===== config.mk =====
export PLATFORM = sky130hd
export DESIGN_NAME = harvard_bus_bridge
export DESIGN_NICKNAME = d
export VERILOG_FILES = /design/src/rtl/bridge_pkg.sv /design/src/rtl/bridge_arbiter.sv /design/src/rtl/harvard_bus_bridge.sv
export SDC_FILE = /design/constraint.sdc
export NUM_CORES = 1
export LEC_CHECK = 0
export BUFFER_PORTS_ARGS = -buffer_cell sky130_fd_sc_hd__buf_4
export CORE_ASPECT_RATIO = 0.5
export CORE_MARGIN = 10
export CORE_UTILIZATION = 49
export CTS_CLUSTER_SIZE = 25
export DETAILED_ROUTE_END_ITERATION = 8
export MAX_ROUTING_LAYER = met4
export PLACE_DENSITY = 0.93
export SLEW_MARGIN = 20
export SYNTH_ARGS = -nofsm -noshare
export SYNTH_HDL_FRONTEND = slang
export SYNTH_SLANG_ARGS = --single-unit

===== constraint.sdc =====
create_clock -name clk -period 4.7 [get_ports clk]
set_clock_uncertainty 0.2 [all_clocks]
set_input_delay 0 -clock clk [delete_from_list [all_inputs] [get_ports clk]]
set_output_delay 0 -clock clk [all_outputs]
set_load 0.01 [all_outputs]

===== src/rtl/bridge_pkg.sv =====
// Shared types for the Harvard-to-Avalon bus bridge.
//   state_t : bridge FSM states (IDLE, BUSY, RESP)
//   grant_t : which requester owns the bus (fetch or data port)
package bridge_pkg;

  typedef enum logic [1:0] {
    IDLE = 2'd0,
    BUSY = 2'd1,
    RESP = 2'd2
  } state_t;

  typedef enum logic {
    GRANT_IF = 1'b0,
    GRANT_D  = 1'b1
  } grant_t;

endpackage


===== src/rtl/bridge_arbiter.sv =====
// Combinational winner selection between the fetch and data requesters.
// Ports:
//   if_req, d_req : request levels from the two CPU ports
//   last_grant    : port granted most recently (used for round-robin)
//   any_req       : at least one request is pending
//   winner        : port that gets the bus if a grant is made this cycle
// PRIO_DATA=1 gives the data port fixed priority; PRIO_DATA=0 alternates on
// simultaneous requests, favouring the port that was not granted last.
module bridge_arbiter
  import bridge_pkg::*;
#(
  parameter int PRIO_DATA = 1
) (
  input  logic   if_req,
  input  logic   d_req,
  input  grant_t last_grant,
  output logic   any_req,
  output grant_t winner
);

  always_comb begin
    any_req = if_req | d_req;
    winner  = GRANT_IF;
    if (d_req && !if_req) begin
      winner = GRANT_D;
    end else if (d_req && if_req) begin
      if (PRIO_DATA != 0) begin
        winner = GRANT_D;
      end else if (last_grant == GRANT_IF) begin
        winner = GRANT_D;
      end else begin
        winner = GRANT_IF;
      end
    end
  end

endmodule


===== src/rtl/harvard_bus_bridge.sv =====
// Merges the CPU instruction-fetch port and data port onto one Avalon-style
// memory bus with waitrequest.
// Ports:
//   clk, reset (async, active-low)
//   fetch port : if_req, if_addr -> if_done, if_rdata
//   data port  : d_req, d_write, d_addr, d_wdata, d_be -> d_done, d_rdata
//   bus        : address, read, write, writedata, byteenable <- waitrequest, readdata
//   timeout    : sticky stall-timeout flag
//   state_dbg  : current FSM state, for observation only
// Handshakes: a requester holds req (and its address/data) at a level until
// its done pulses for one cycle; a bus transfer is offered while read or write
// is 1 and is accepted on the clock edge where waitrequest is 0.
// Optional feature macro: BRIDGE_TIMEOUT_EN aborts an access after MAX_WAIT
// stalled cycles; without it timeout is tied to 0 and stalls wait forever.
module harvard_bus_bridge
  import bridge_pkg::*;
#(
  parameter int ADDR_W    = 32,
  parameter int DATA_W    = 32,
  parameter int PRIO_DATA = 1,
  parameter int MAX_WAIT  = 255
) (
  input  logic                clk,
  input  logic                reset,
  input  logic                if_req,
  input  logic [ADDR_W-1:0]   if_addr,
  output logic                if_done,
  output logic [DATA_W-1:0]   if_rdata,
  input  logic                d_req,
  input  logic                d_write,
  input  logic [ADDR_W-1:0]   d_addr,
  input  logic [DATA_W-1:0]   d_wdata,
  input  logic [DATA_W/8-1:0] d_be,
  output logic                d_done,
  output logic [DATA_W-1:0]   d_rdata,
  output logic [ADDR_W-1:0]   address,
  output logic                read,
  output logic                write,
  output logic [DATA_W-1:0]   writedata,
  output logic [DATA_W/8-1:0] byteenable,
  input  logic                waitrequest,
  input  logic [DATA_W-1:0]   readdata,
  output logic                timeout,
  output state_t              state_dbg
);

  if (((DATA_W % 8) != 0) || (MAX_WAIT < 1)) begin : g_param_check
    $error("harvard_bus_bridge: DATA_W must be a multiple of 8 and MAX_WAIT >= 1");
  end

  state_t state;
  grant_t last_grant;
  grant_t owner;      // port that owns the access currently on the bus
  grant_t winner;
  logic   any_req;

  bridge_arbiter #(.PRIO_DATA(PRIO_DATA)) u_arbiter (
    .if_req     (if_req),
    .d_req      (d_req),
    .last_grant (last_grant),
    .any_req    (any_req),
    .winner     (winner)
  );

  assign state_dbg = state;

`ifdef BRIDGE_TIMEOUT_EN
  localparam int CNT_W = (MAX_WAIT < 2) ? 1 : $clog2(MAX_WAIT + 1);
  logic [CNT_W-1:0] wait_cnt;
  logic             stall_limit;
  // The edge that would bring the stall count to MAX_WAIT aborts instead.
  assign stall_limit = (wait_cnt == CNT_W'(MAX_WAIT - 1));
`else
  assign timeout = 1'b0;
`endif

  always_ff @(posedge clk or negedge reset) begin
    if (!reset) begin
      state      <= IDLE;
      last_grant <= GRANT_IF;
      owner      <= GRANT_IF;
      address    <= '0;
      read       <= 1'b0;
      write      <= 1'b0;
      writedata  <= '0;
      byteenable <= '0;
      if_done    <= 1'b0;
      d_done     <= 1'b0;
      if_rdata   <= '0;
      d_rdata    <= '0;
`ifdef BRIDGE_TIMEOUT_EN
      wait_cnt   <= '0;
      timeout    <= 1'b0;
`endif
    end else begin
      if_done <= 1'b0;
      d_done  <= 1'b0;
      case (state)
        IDLE: begin
          if (any_req) begin
            state      <= BUSY;
            owner      <= winner;
            last_grant <= winner;
`ifdef BRIDGE_TIMEOUT_EN
            wait_cnt   <= '0;
`endif
            if (winner == GRANT_D) begin
              address    <= d_addr;
              writedata  <= d_wdata;
              byteenable <= d_be;
              read       <= ~d_write;
              write      <= d_write;
            end else begin
              // Fetches are always full-width reads.
              address    <= if_addr;
              writedata  <= '0;
              byteenable <= '1;
              read       <= 1'b1;
              write      <= 1'b0;
            end
          end
        end
        BUSY: begin
          if (!waitrequest) begin
            read  <= 1'b0;
            write <= 1'b0;
            state <= RESP;
            if (owner == GRANT_D) begin
              d_done <= 1'b1;
              if (read) d_rdata <= readdata;
            end else begin
              if_done  <= 1'b1;
              if_rdata <= readdata;
            end
          end
`ifdef BRIDGE_TIMEOUT_EN
          else if (stall_limit) begin
            read    <= 1'b0;
            write   <= 1'b0;
            state   <= RESP;
            timeout <= 1'b1;
            if (owner == GRANT_D) begin
              d_done  <= 1'b1;
              d_rdata <= '0;
            end else begin
              if_done  <= 1'b1;
              if_rdata <= '0;
            end
          end else begin
            wait_cnt <= wait_cnt + CNT_W'(1);
          end
`endif
        end
        // Done pulses here; requests are not sampled on this edge.
        RESP:    state <= IDLE;
        default: state <= IDLE;
      endcase
    end
  end

endmodule

---- After elaboration in Yosys (flattened, before gate mapping) ----
Cells that the tools add are included.
storage, ports and cells
  flip-flop bits (word level) ............. 139
  word-level logic and storage cells ...... 49
operators by class
  bitwise logic cells ..................... 4
  mux-type cells .......................... 21
  equal/unequal tests ..................... 3
  reductions and logical operators ........ 10
operator list
  cell                                                                   count
  32-bit 2-to-1 mux                                                      2
  1-bit 2-to-1 mux                                                       13
  3-bit AND reduction                                                    2
  2-bit 2-to-1 mux                                                       2
  4-bit 2-to-1 mux                                                       1
  2-bit != test, second input constant                                   2
  1-bit case mux with 2 select lines                                     2
  2-bit case mux with 2 select lines                                     1
  2-bit AND reduction                                                    2
  4-bit AND reduction                                                    1
  1-bit NOT                                                              3
  2-bit by 1-bit equality test with 1-bit output, second input constant  1
  1-bit logical AND                                                      2
  2-bit logical NOT                                                      1
  2-bit nonzero test                                                     1
  1-bit logical NOT                                                      1
  1-bit OR                                                               1

---- Longest topological paths before layout ----
Gate-level depths: netlist of the first run.
  word-level depth ........................ 6
  depth in mapped cells ................... 6
  gate-level depth less buffers ........... 4

---- Hierarchy ----
Synthesis of the first run repeated with hierarchy kept, for this count alone.
unflattened totals
  cell total of the unflattened synthesis .. 457
  area, all modules ....................... 5710.5 µm²
modules (own cells, without submodules)
  module              times used  cells an instance  area an instance (µm²)  sequential area each (µm²)
  harvard_bus_bridge  1           455                5700.5                  3478.3
  bridge_arbiter      1           2                  10.0                    0.0

---- Worst setup path before layout of the first run ----
OpenSTA, ideal clock, no wires.
  path kind ............................... register to register
  start ................................... register state[1] (netlist: state_dbg[1])
  end ..................................... register d_rdata[0]
  slack ................................... 2.753 ns
  buffers on the path ..................... 2
  required time ........................... 4.375 ns
  library setup time ...................... 0.125 ns
  cell stages (with the launch flop) ...... 7
  arrival time ............................ 1.622 ns
  cells stage by stage .................... dfrtp_1 -> or3b_4 -> inv_2 -> and3_1 -> buf_6 -> buf_12 -> mux2_4
on the way
  longest elaborated chain between the ends .. 2
ends and longest elaborated chain
  element                                         RTL line                   source
  start: declaration                              harvard_bus_bridge.sv:51   state_t state;
  start signal: assignment                        harvard_bus_bridge.sv:79   state <= IDLE;
  start signal: assignment                        harvard_bus_bridge.sv:101  state <= BUSY;
  start signal: assignment                        harvard_bus_bridge.sv:127  state <= RESP;
  2-bit by 1-bit equality test with 1-bit output  harvard_bus_bridge.sv:98   case (state)
  4-bit AND reduction (no line)                   --
  end signal: assignment                          harvard_bus_bridge.sv:130  if (read) d_rdata <= readdata;
  end: declaration                                harvard_bus_bridge.sv:35   output logic [DATA_W-1:0] d_rdata,
No other way between the ends.
A chain may end at the register's enable or synchronous reset.

---- Worst setup path after layout of the first run ----
  start ................................... register state[1] (netlist: state_dbg[1])
  end ..................................... register d_rdata[26]
The elaborated chain is that of the path after synthesis.

==> flow_summary.ini, run 1 <==
[global_routing]
grt_pass1_vias = 5468
grt_max_degree = 94
grt.overflow.total = 0
grt_first_pass_wirelength_um = 31400
antenna_found_initial = 3
track_usage_pct = 25.8

[pwr]
power_frac_seq_pct = 35.1
power.density_mw_per_mm2 = 643
ir_drop_mv = 0.359
p_total_mw = 6.25
power_leakage_nw = 4.66
p_comb_share_pct = 43.2
power_frac_clock_pct = 21.7
p_switching_mw = 2.13
p_sw_share_pct = 34.1
p_int_mw = 4.12

[detailed_routing]
drc = 0
routed_via_density = 5.14
wl_per_cell_um = 22.7
finalWirelength_um = 20900
via_count = 4715
first_pass_iters = 4
drtAntennaViolNets = 0
drtIter0Drc = 373

[setup_path]
cpPeakStageDelay_ns = 0.90
cp_cell_sequence = or3b_4, inv_2, and3_2, mux2_2
crit_buf_inv = 1
endpoint_kind = register
critPathTopFamily = simple AND/OR/NAND/NOR gates
path_max_fanout = 32
crit_start = state_dbg[1]
cp-start-kind = register
cp_slowest_cell = and3_2
arrival_ns = 2.71
r2r_start = state_dbg[1]
required_ns = 4.79
path_class = register to register

[yosys]
synthDistinctLibCells = 25
avgSynthCellArea_um2 = 16.3
ys_seq_area_share_pct = 61.9
ys_warn_count = 0
yosysTopAreaCellShare_pct = 61.9
ys_ff_latch = 139
synthCells = 344
syn_area_mm2 = 0.00562
syn_nets = 482
synth_top_cell_by_area = dfrtp_1
synth_area_leaders = dfrtp_1 (62%), mux2_2 (20%), mux2_4 (8.0%), a22o_1 (5.0%), buf_12 (1.1%)

[die]
fp.dieH_um = 95.7
initial_core_util_pct = 50.6
io_pins = 277
core_area_mm2 = 0.0111
dieWidth_um = 171
die_area_mm2 = 0.0164
row_count = 27

[finish]
drive_gt1_share_pct = 57.9
finish.net_count = 894
final_core_util_pct = 87.4
fill_cells = 495
area_delta_synth_final_pct = 72.7
layout_common_cells = buf_4 (278), dfrtp_1 (139), dlygate4sd3_1 (137)
final_common_cell = buf_4
design_area_mm2 = 0.00971

[timing]
fmax_ghz = 0.382
slew_headroom_pct = 29.3
maxSlewViolCount = 0
finalSetupTns_ns = 0
setup_violations = 0
tightest_slew_ns = 1.06
rsz0062_at_grt = no
post-route-period-util_pct = 55.7
finalCriticalPeriod_ns = 2.62
hold_viol_final = 0
timing.hold.ws_ns = 0.0572

[clock_tree]
cts.sinks = 139
cts_resized = 0
cts_setup_buffers = 0
clock-root-buffer = clkbuf_16
cts_tree = built
clk_latency_ns = 0.41
cts_max_path_buffers = 2
htreeDepth = 4
numCtsBuffers = 17
clk_pin_slew_worst_paths_ns = 0.07

[place]
dpl.hpwl_um = 12400
place_area_mm2 = 0.00775
gp_congestion = 0.783
portBuffers = 275

[status]
status = finished, final reports clean

[flow_run]
cap_violations = 0

[min_path]
hold_path.class = input port to async pin
[worst reg2reg max path, delay by kind of cell (launching register included)]
| family | cells | cell delay (ns) |
|---|---|---|
| buffers and inverters | 1 | 0.09 |
| DFF | 1 | 0.41 |
| muxes | 1 | 0.45 |
| and+or+nand+nor | 2 | 1.36 |
[synth_stat cells]
cell,instances
buf_6,1
nand2_1,4
or3b_4,1
mux2_2,98
nand3b_1,1
a32o_1,1
nor2_2,1
a22o_1,32
and3_1,1
a22oi_1,1
buf_12,3
and2_2,1
o21ai_1,1
clkbuf_1,8
o22a_1,4
mux2_4,30
conb_1,1
nor2_1,1
o21a_1,1
inv_2,1
and2_1,1
a21o_1,1
buf_2,7
buf_4,4
dfrtp_1,139
[cells by family after synthesis]
group | synth area share, %
AND/OR/NAND/NOR | 1.14
buffers and inverters | 3.03
flip-flops | 61.9
multiplexers | 27.6
other | 0.0667
AO/OA/AOI/OAI | 6.28
[state kept, by name, indices dropped and copies added, names as in the netlist]
signal / cells
d_done: 1
if_rdata: 32
if_done: 1
d_rdata: 32
write: 1
writedata: 32
read: 1
byteenable: 4
address: 32
state_dbg: 2
owner: 1
[layout make-up]
cell class                      instances  area [um^2]  share of cell area (%)
Antenna cell                            3         7.51                  0.0773
Clock buffer                           18          439                    4.52
Clock inverter                         14          149                    1.53
Inverter                                1         3.75                  0.0386
Multi-Input combinational cell        181         1980                    20.4
Sequential cell                       139         3480                    35.8
Tap cell                              145          181                    1.87
Timing Repair Buffer                  416         3470                    35.7
[path summary, 6_finish.rpt]
path | to | slack, ns | cells after the start
max | d_rdata[26] | 2.08 | 4
min | if_rdata[21] | 0.06 | 2
max reg2reg | d_rdata[26] | 2.08 | 4
min reg2reg | address[17] | 0.31 | 1
max in group asynchronous | address[1] | 3.07 | 3
min in group clk | byteenable[0] | 0.09 | 3
[stage by stage]
stage          setup slack, ns  cells
6_report                  2.08    917
5_1_grt                   1.97    917
4_1_cts                   2.11    914
3_5_place_dp              2.12    745
3_3_place_gp              2.16    745
2_1_floorplan             2.75    344
[power groups by stage]
| stage | registers [mW] | clock network, mW | logic [mW] |
|---|---|---|---|
| after floorplan | 2.39 | 0 | 0.959 |
| after global placement | 2.12 | 0 | 2.47 |
| after detailed placement | 2.16 | 0 | 2.54 |
| after CTS | 2.16 | 1.36 | 2.66 |
| after global routing | 2.26 | 1.41 | 2.85 |
| final | 2.20 | 1.36 | 2.70 |
[what timing repair did]
action | 4_1_cts | 5_1_grt
hold endpoints to repair | 231 | 0
hold buffers | 137 | 0
endpoints found under the setup margin | 0 | 0
[per-layer routing]
metal / global-route usage [%] / share of wire, % / vias to the layer above
met5: - / 0 / -
met1: 25.9 / 35 / 2410
met2: 47.0 / 56 / 172
met3: 5.92 / 5.3 / 54
li1: - / - / 2079
met4: 13.3 / 3.7 / 0
Power figures use the tool's default switching activity.
==> run 2: changes to the inputs <==
Settings changed: CORE_UTILIZATION 49 to 46, PLACE_DENSITY 0.93 to 0.88.
Clock period 4.7 ns to 2.7 ns, I/O delays scaled along.
==> run 2 against run 1 <==
Effect of this change:
- die area is 5.4% higher
- routed wire length hardly changed
- core utilization fell by 4.4 points
- setup slack got worse by 1.7 ns
- critical path type unchanged
- register-to-register slack got worse by 1.7 ns
- critical path depth grew 1
- total power rose by 74%
- non-clock buffer count increased by 7
==> flow_summary.ini, run 2 (synthesis gave the netlist of run 1 again) <==
[timing]
fmax_ghz = 0.437
rsz0062_at_grt = no
finalCriticalPeriod_ns = 2.29
post-route-period-util_pct = 84.8
setup_violations = 0
hold_viol_final = 0
finalSetupTns_ns = 0
timing.hold.ws_ns = 0.0807
maxSlewViolCount = 0

[die]
row_count = 28
io_pins = 277
die_area_mm2 = 0.0173
dieWidth_um = 176
initial_core_util_pct = 47.3
fp.dieH_um = 98.2
core_area_mm2 = 0.0119

[clock_tree]
cts_tree = built
cts_max_path_buffers = 2
clk_latency_ns = 0.40
htreeDepth = 4
numCtsBuffers = 17
clock-root-buffer = clkbuf_16
clk_pin_slew_worst_paths_ns = 0.06
cts_setup_buffers = 0
cts.sinks = 139

[place]
portBuffers = 275
dpl.cell_count = 770
dpl.hpwl_um = 12900
gp_congestion = 0.777

[global_routing]
grt_pass1_vias = 5549
grt_first_pass_wirelength_um = 31600
antenna_found_initial = 2
grt.overflow.total = 0
grt_max_degree = 56
track_usage_pct = 24.0

[setup_path]
endpoint_kind = register
cpPeakStageDelay_ns = 0.57
arrival_ns = 2.38
cp-start-kind = register
path_class = register to register
cp_cell_sequence = nor2_1, and2_1, buf_4, a22oi_1, dlygate4sd3_1
path_max_fanout = 21
crit_buf_inv = 2
cp_slowest_cell = dlygate4sd3_1
critPathTopFamily = buffers and inverters
required_ns = 2.79

[detailed_routing]
drtAntennaViolNets = 0
dr_wl_met3_um = 1070
drtIter0Drc = 310
finalWirelength_um = 20800
wl_met1_um = 7190
wl_per_cell_um = 22.1
drc = 0
routed-wl-met2_um = 11800
highest_layer = met4
routed_via_density = 5.06
via_count = 4775
first_pass_iters = 5

[finish]
fill_cells = 602
area_delta_synth_final_pct = 75.3
drive_gt1_share_pct = 58.1
final_common_cell = buf_4
layout_common_cells = buf_4 (280), dfrtp_1 (139), dlygate4sd3_1 (138)
finish.net_count = 901
final_core_util_pct = 83.0
final_cell_count_no_fill = 943

[status]
status = finished, final reports clean

[min_path]
hold_path.class = input port to register

[pwr]
power_leakage_nw = 4.72
ir_drop_mv = 0.529
power.density_mw_per_mm2 = 1100

[flow_run]
cap_violations = 0
run 2: changes by cell type in the layout (fill, tap and decap cells not counted), moves of 2 or more:
cell | previous run | this run
inv_8 | 3 | 5
buf_12 | 0 | 3
inv_6 | 7 | 3
clkinv_4 | 1 | 4
buf_4 | 278 | 280
run 2: per-layer routing:
metal | up-vias | GRT usage, %
met1 | 2428 | 22.7
met2 | 191 | 44.5
met5 | - | -
met3 | 54 | 5.88
met4 | 0 | 12.5
li1 | 2102 | -
run 2: cell type report:
cell class	instances	area [um^2]	area share, %
sequential	139	3480	35.3
clock buffer	18	439	4.46
inverter	1	3.75	0.0381
timing repair buffer	423	3580	36.4
clock inverter	14	155	1.57
tap	165	206	2.09
antenna	2	5.00	0.0508
multi-input combinational	181	1980	20.1
run 2: path summary, 6_finish.rpt:
kind / startpoint / cells past startpoint / slack, ns / end
setup reg to reg: state_dbg[0] / 5 / 0.41 / read
min in group asynchronous: reset / 4 / 0.54 / if_rdata[15]
hold / removal: d_req / 3 / 0.08 / byteenable[2]
setup / recovery: state_dbg[0] / 5 / 0.41 / read
hold reg to reg: address[23] / 1 / 0.31 / address[23]
max in group asynchronous: reset / 4 / 1.41 / address[28]
run 2: power breakdown:
| group | internal [mW] | switching, mW |
|---|---|---|
| clock | 1.34 | 1.01 |
| sequential | 3.13 | 0.677 |
| combinational | 2.73 | 1.98 |
| total | 7.21 | 3.67 |
run 2: metrics by stage:
step / instance area, um^2 / total power [mW] / setup WS [ns]
floorplan: 5620 / 5.84 / 0.753
global placement: 7850 / 8.06 / 0.625
detailed placement: 7850 / 8.25 / 0.559
CTS: 9850 / 10.8 / 0.540
global route: 9850 / 11.4 / 0.324
finish: 9850 / 10.9 / 0.410
run 2: worst reg2reg max path: stages (launching register included):
cell	delay, ns
dfrtp_1	0.42
nor2_1	0.34
and2_1	0.23
buf_4	0.28
a22oi_1	0.14
dlygate4sd3_1	0.57
run 2: timing repair:
item | 4_1_cts | 5_1_grt
gates resized for setup | 0 | 0
endpoints found under the hold margin | 278 | 0
hold buffers | 139 | 0
==> run 3: changes to the inputs <==
Settings changed: CORE_UTILIZATION 46 to 41, PLACE_DENSITY 0.88 to 0.84.
Clock period 2.7 ns to 1.85 ns, I/O delays scaled along.
==> run 3 against run 2 <==
Effect of this change:
- the flow now finishes with violations (setup timing)
- die area increased by 10%
- critical path depth increased by 1
- via count increased by 1.6%
==> flow_summary.ini, run 3 (synthesis gave the netlist of run 1 again) <==
[detailed_routing]
first_pass_iters = 4
wl_per_cell_um = 23.0
drc = 0
drtAntennaViolNets = 0
finalWirelength_um = 22300
routed_via_density = 5.01
drtIter0Drc = 250
via_count = 4853

[place]
portBuffers = 275
gp_congestion = 0.835
dpl.hpwl_um = 12900
pre_cts_slack_ns = -0.0802

[pwr]
p_total_mw = 16.6
power_leakage_nw = 4.92
power.density_mw_per_mm2 = 1620
ir_drop_mv = 0.976
p_comb_share_pct = 45.4
p_int_mw = 10.9
power_frac_clock_pct = 20.8
power_frac_seq_pct = 33.8
p_switching_mw = 5.63
p_sw_share_pct = 34.0

[global_routing]
antenna_found_initial = 0
track_usage_pct = 22.4
grt.overflow.total = 0
grt_max_degree = 53
grt_pass1_vias = 5668
grt_first_pass_wirelength_um = 31900

[clock_tree]
cts_tree = built
cts.sinks = 139
cts_max_path_buffers = 2
clock-root-buffer = clkbuf_16
clk_pin_slew_worst_paths_ns = 0.07
clk_latency_ns = 0.41
numCtsBuffers = 17
htreeDepth = 4

[die]
io_pins = 277
die_area_mm2 = 0.0191
fp.dieH_um = 103
dieWidth_um = 186
initial_core_util_pct = 41.7
row_count = 30
core_area_mm2 = 0.0135

[timing]
timing.hold.ws_ns = 0.163
maxSlewViolCount = 0
fmax_ghz = 0.499
finalCriticalPeriod_ns = 2.00
post-route-period-util_pct = 108
hold_viol_final = 0
setup_violations = 64
finalSetupTns_ns = -6.09
rsz0062_at_grt = yes
finalWorstSetupSlack_ns = -0.155

[finish]
drive_gt1_share_pct = 59.2
layout_common_cells = buf_4 (285), dfrtp_1 (139), dlygate4sd3_1 (138)
final_common_cell = buf_4
area_delta_synth_final_pct = 82.0
fill_cells = 759
multiInputGateArea_mm2 = 0.00209
register_area_mm2 = 0.00348
finish.net_count = 917

[min_path]
hold_path.class = input port to register

[setup_path]
path_class = register to register
cp-start-kind = register
path_max_fanout = 6
arrival_ns = 2.10
endpoint_kind = register
required_ns = 1.94

[status]
violations = setup timing
status = finished with violations

[flow_run]
cap_violations = 0
[run 3: changes by cell type in the layout (fill, tap and decap cells not counted), sizes merged]
cell	before	now
clkinv	4	3
diode	2	1
clkbuf	18	19
buf	285	299
inv	9	11
[run 3: path summary, 6_finish.rpt]
path	startpoint	end	slack (ns)	depth (start not counted)
worst max-delay path	state_dbg[1]	d_rdata[23]	-0.15	6
worst min-delay path	d_wdata[21]	writedata[21]	0.16	3
worst max register to register	state_dbg[1]	d_rdata[23]	-0.15	6
worst min register to register	address[18]	address[18]	0.31	1
max in group asynchronous	reset	address[18]	0.41	4
min in group asynchronous	reset	if_rdata[19]	0.42	3
[run 3: layout make-up]
| class | count | share of cell area, % |
|---|---|---|
| Inverter | 1 | 0.0367 |
| Tap cell | 176 | 2.15 |
| Sequential cell | 139 | 34.0 |
| Clock inverter | 15 | 1.64 |
| Clock buffer | 17 | 4.16 |
| Multi-Input combinational cell | 181 | 20.4 |
| Timing Repair Buffer | 439 | 37.6 |
| Antenna cell | 1 | 0.0244 |
[run 3: routing by layer]
| layer | vias to the layer above | share of wire, % | track usage, % |
|---|---|---|---|
| met5 | - | 0 | - |
| met4 | 0 | 4.0 | 11.4 |
| met3 | 64 | 5.0 | 5.80 |
| met2 | 205 | 57 | 42.4 |
| met1 | 2460 | 34 | 20.8 |
| li1 | 2124 | - | - |
[run 3: stage by stage]
stage	utilization [%]	std cells	cell area [um^2]
floorplan	-	344	5620
global placement	59.4	791	8000
detailed placement	59.4	791	8000
CTS	74.7	965	10100
global route	75.9	968	10200
finish	76.0	969	10200
[run 3: worst max-delay path, stage by stage (launching register included)]
cell     delay (ns)
dfrtp_1        0.40
or3b_4         0.41
inv_2          0.07
and3_4         0.25
buf_12         0.13
buf_16         0.13
mux2_4         0.29
[run 3: timing repair]
item,CTS,global route
endpoints found under the setup margin,64,119
resized for setup,7,27
endpoints found under the hold margin,278,0
buffers inserted,2,1
gates cloned,2,2
hold buffers,138,0
[run 3: power by group through the flow]
stage | logic [mW] | registers (mW) | clock network [mW]
final | 7.51 | 5.60 | 3.45
after global routing | 7.90 | 5.75 | 3.64
after floorplan | 2.44 | 6.08 | 0
after CTS | 7.08 | 5.47 | 3.48
after global placement | 6.52 | 5.43 | 0
after detailed placement | 6.71 | 5.48 | 0
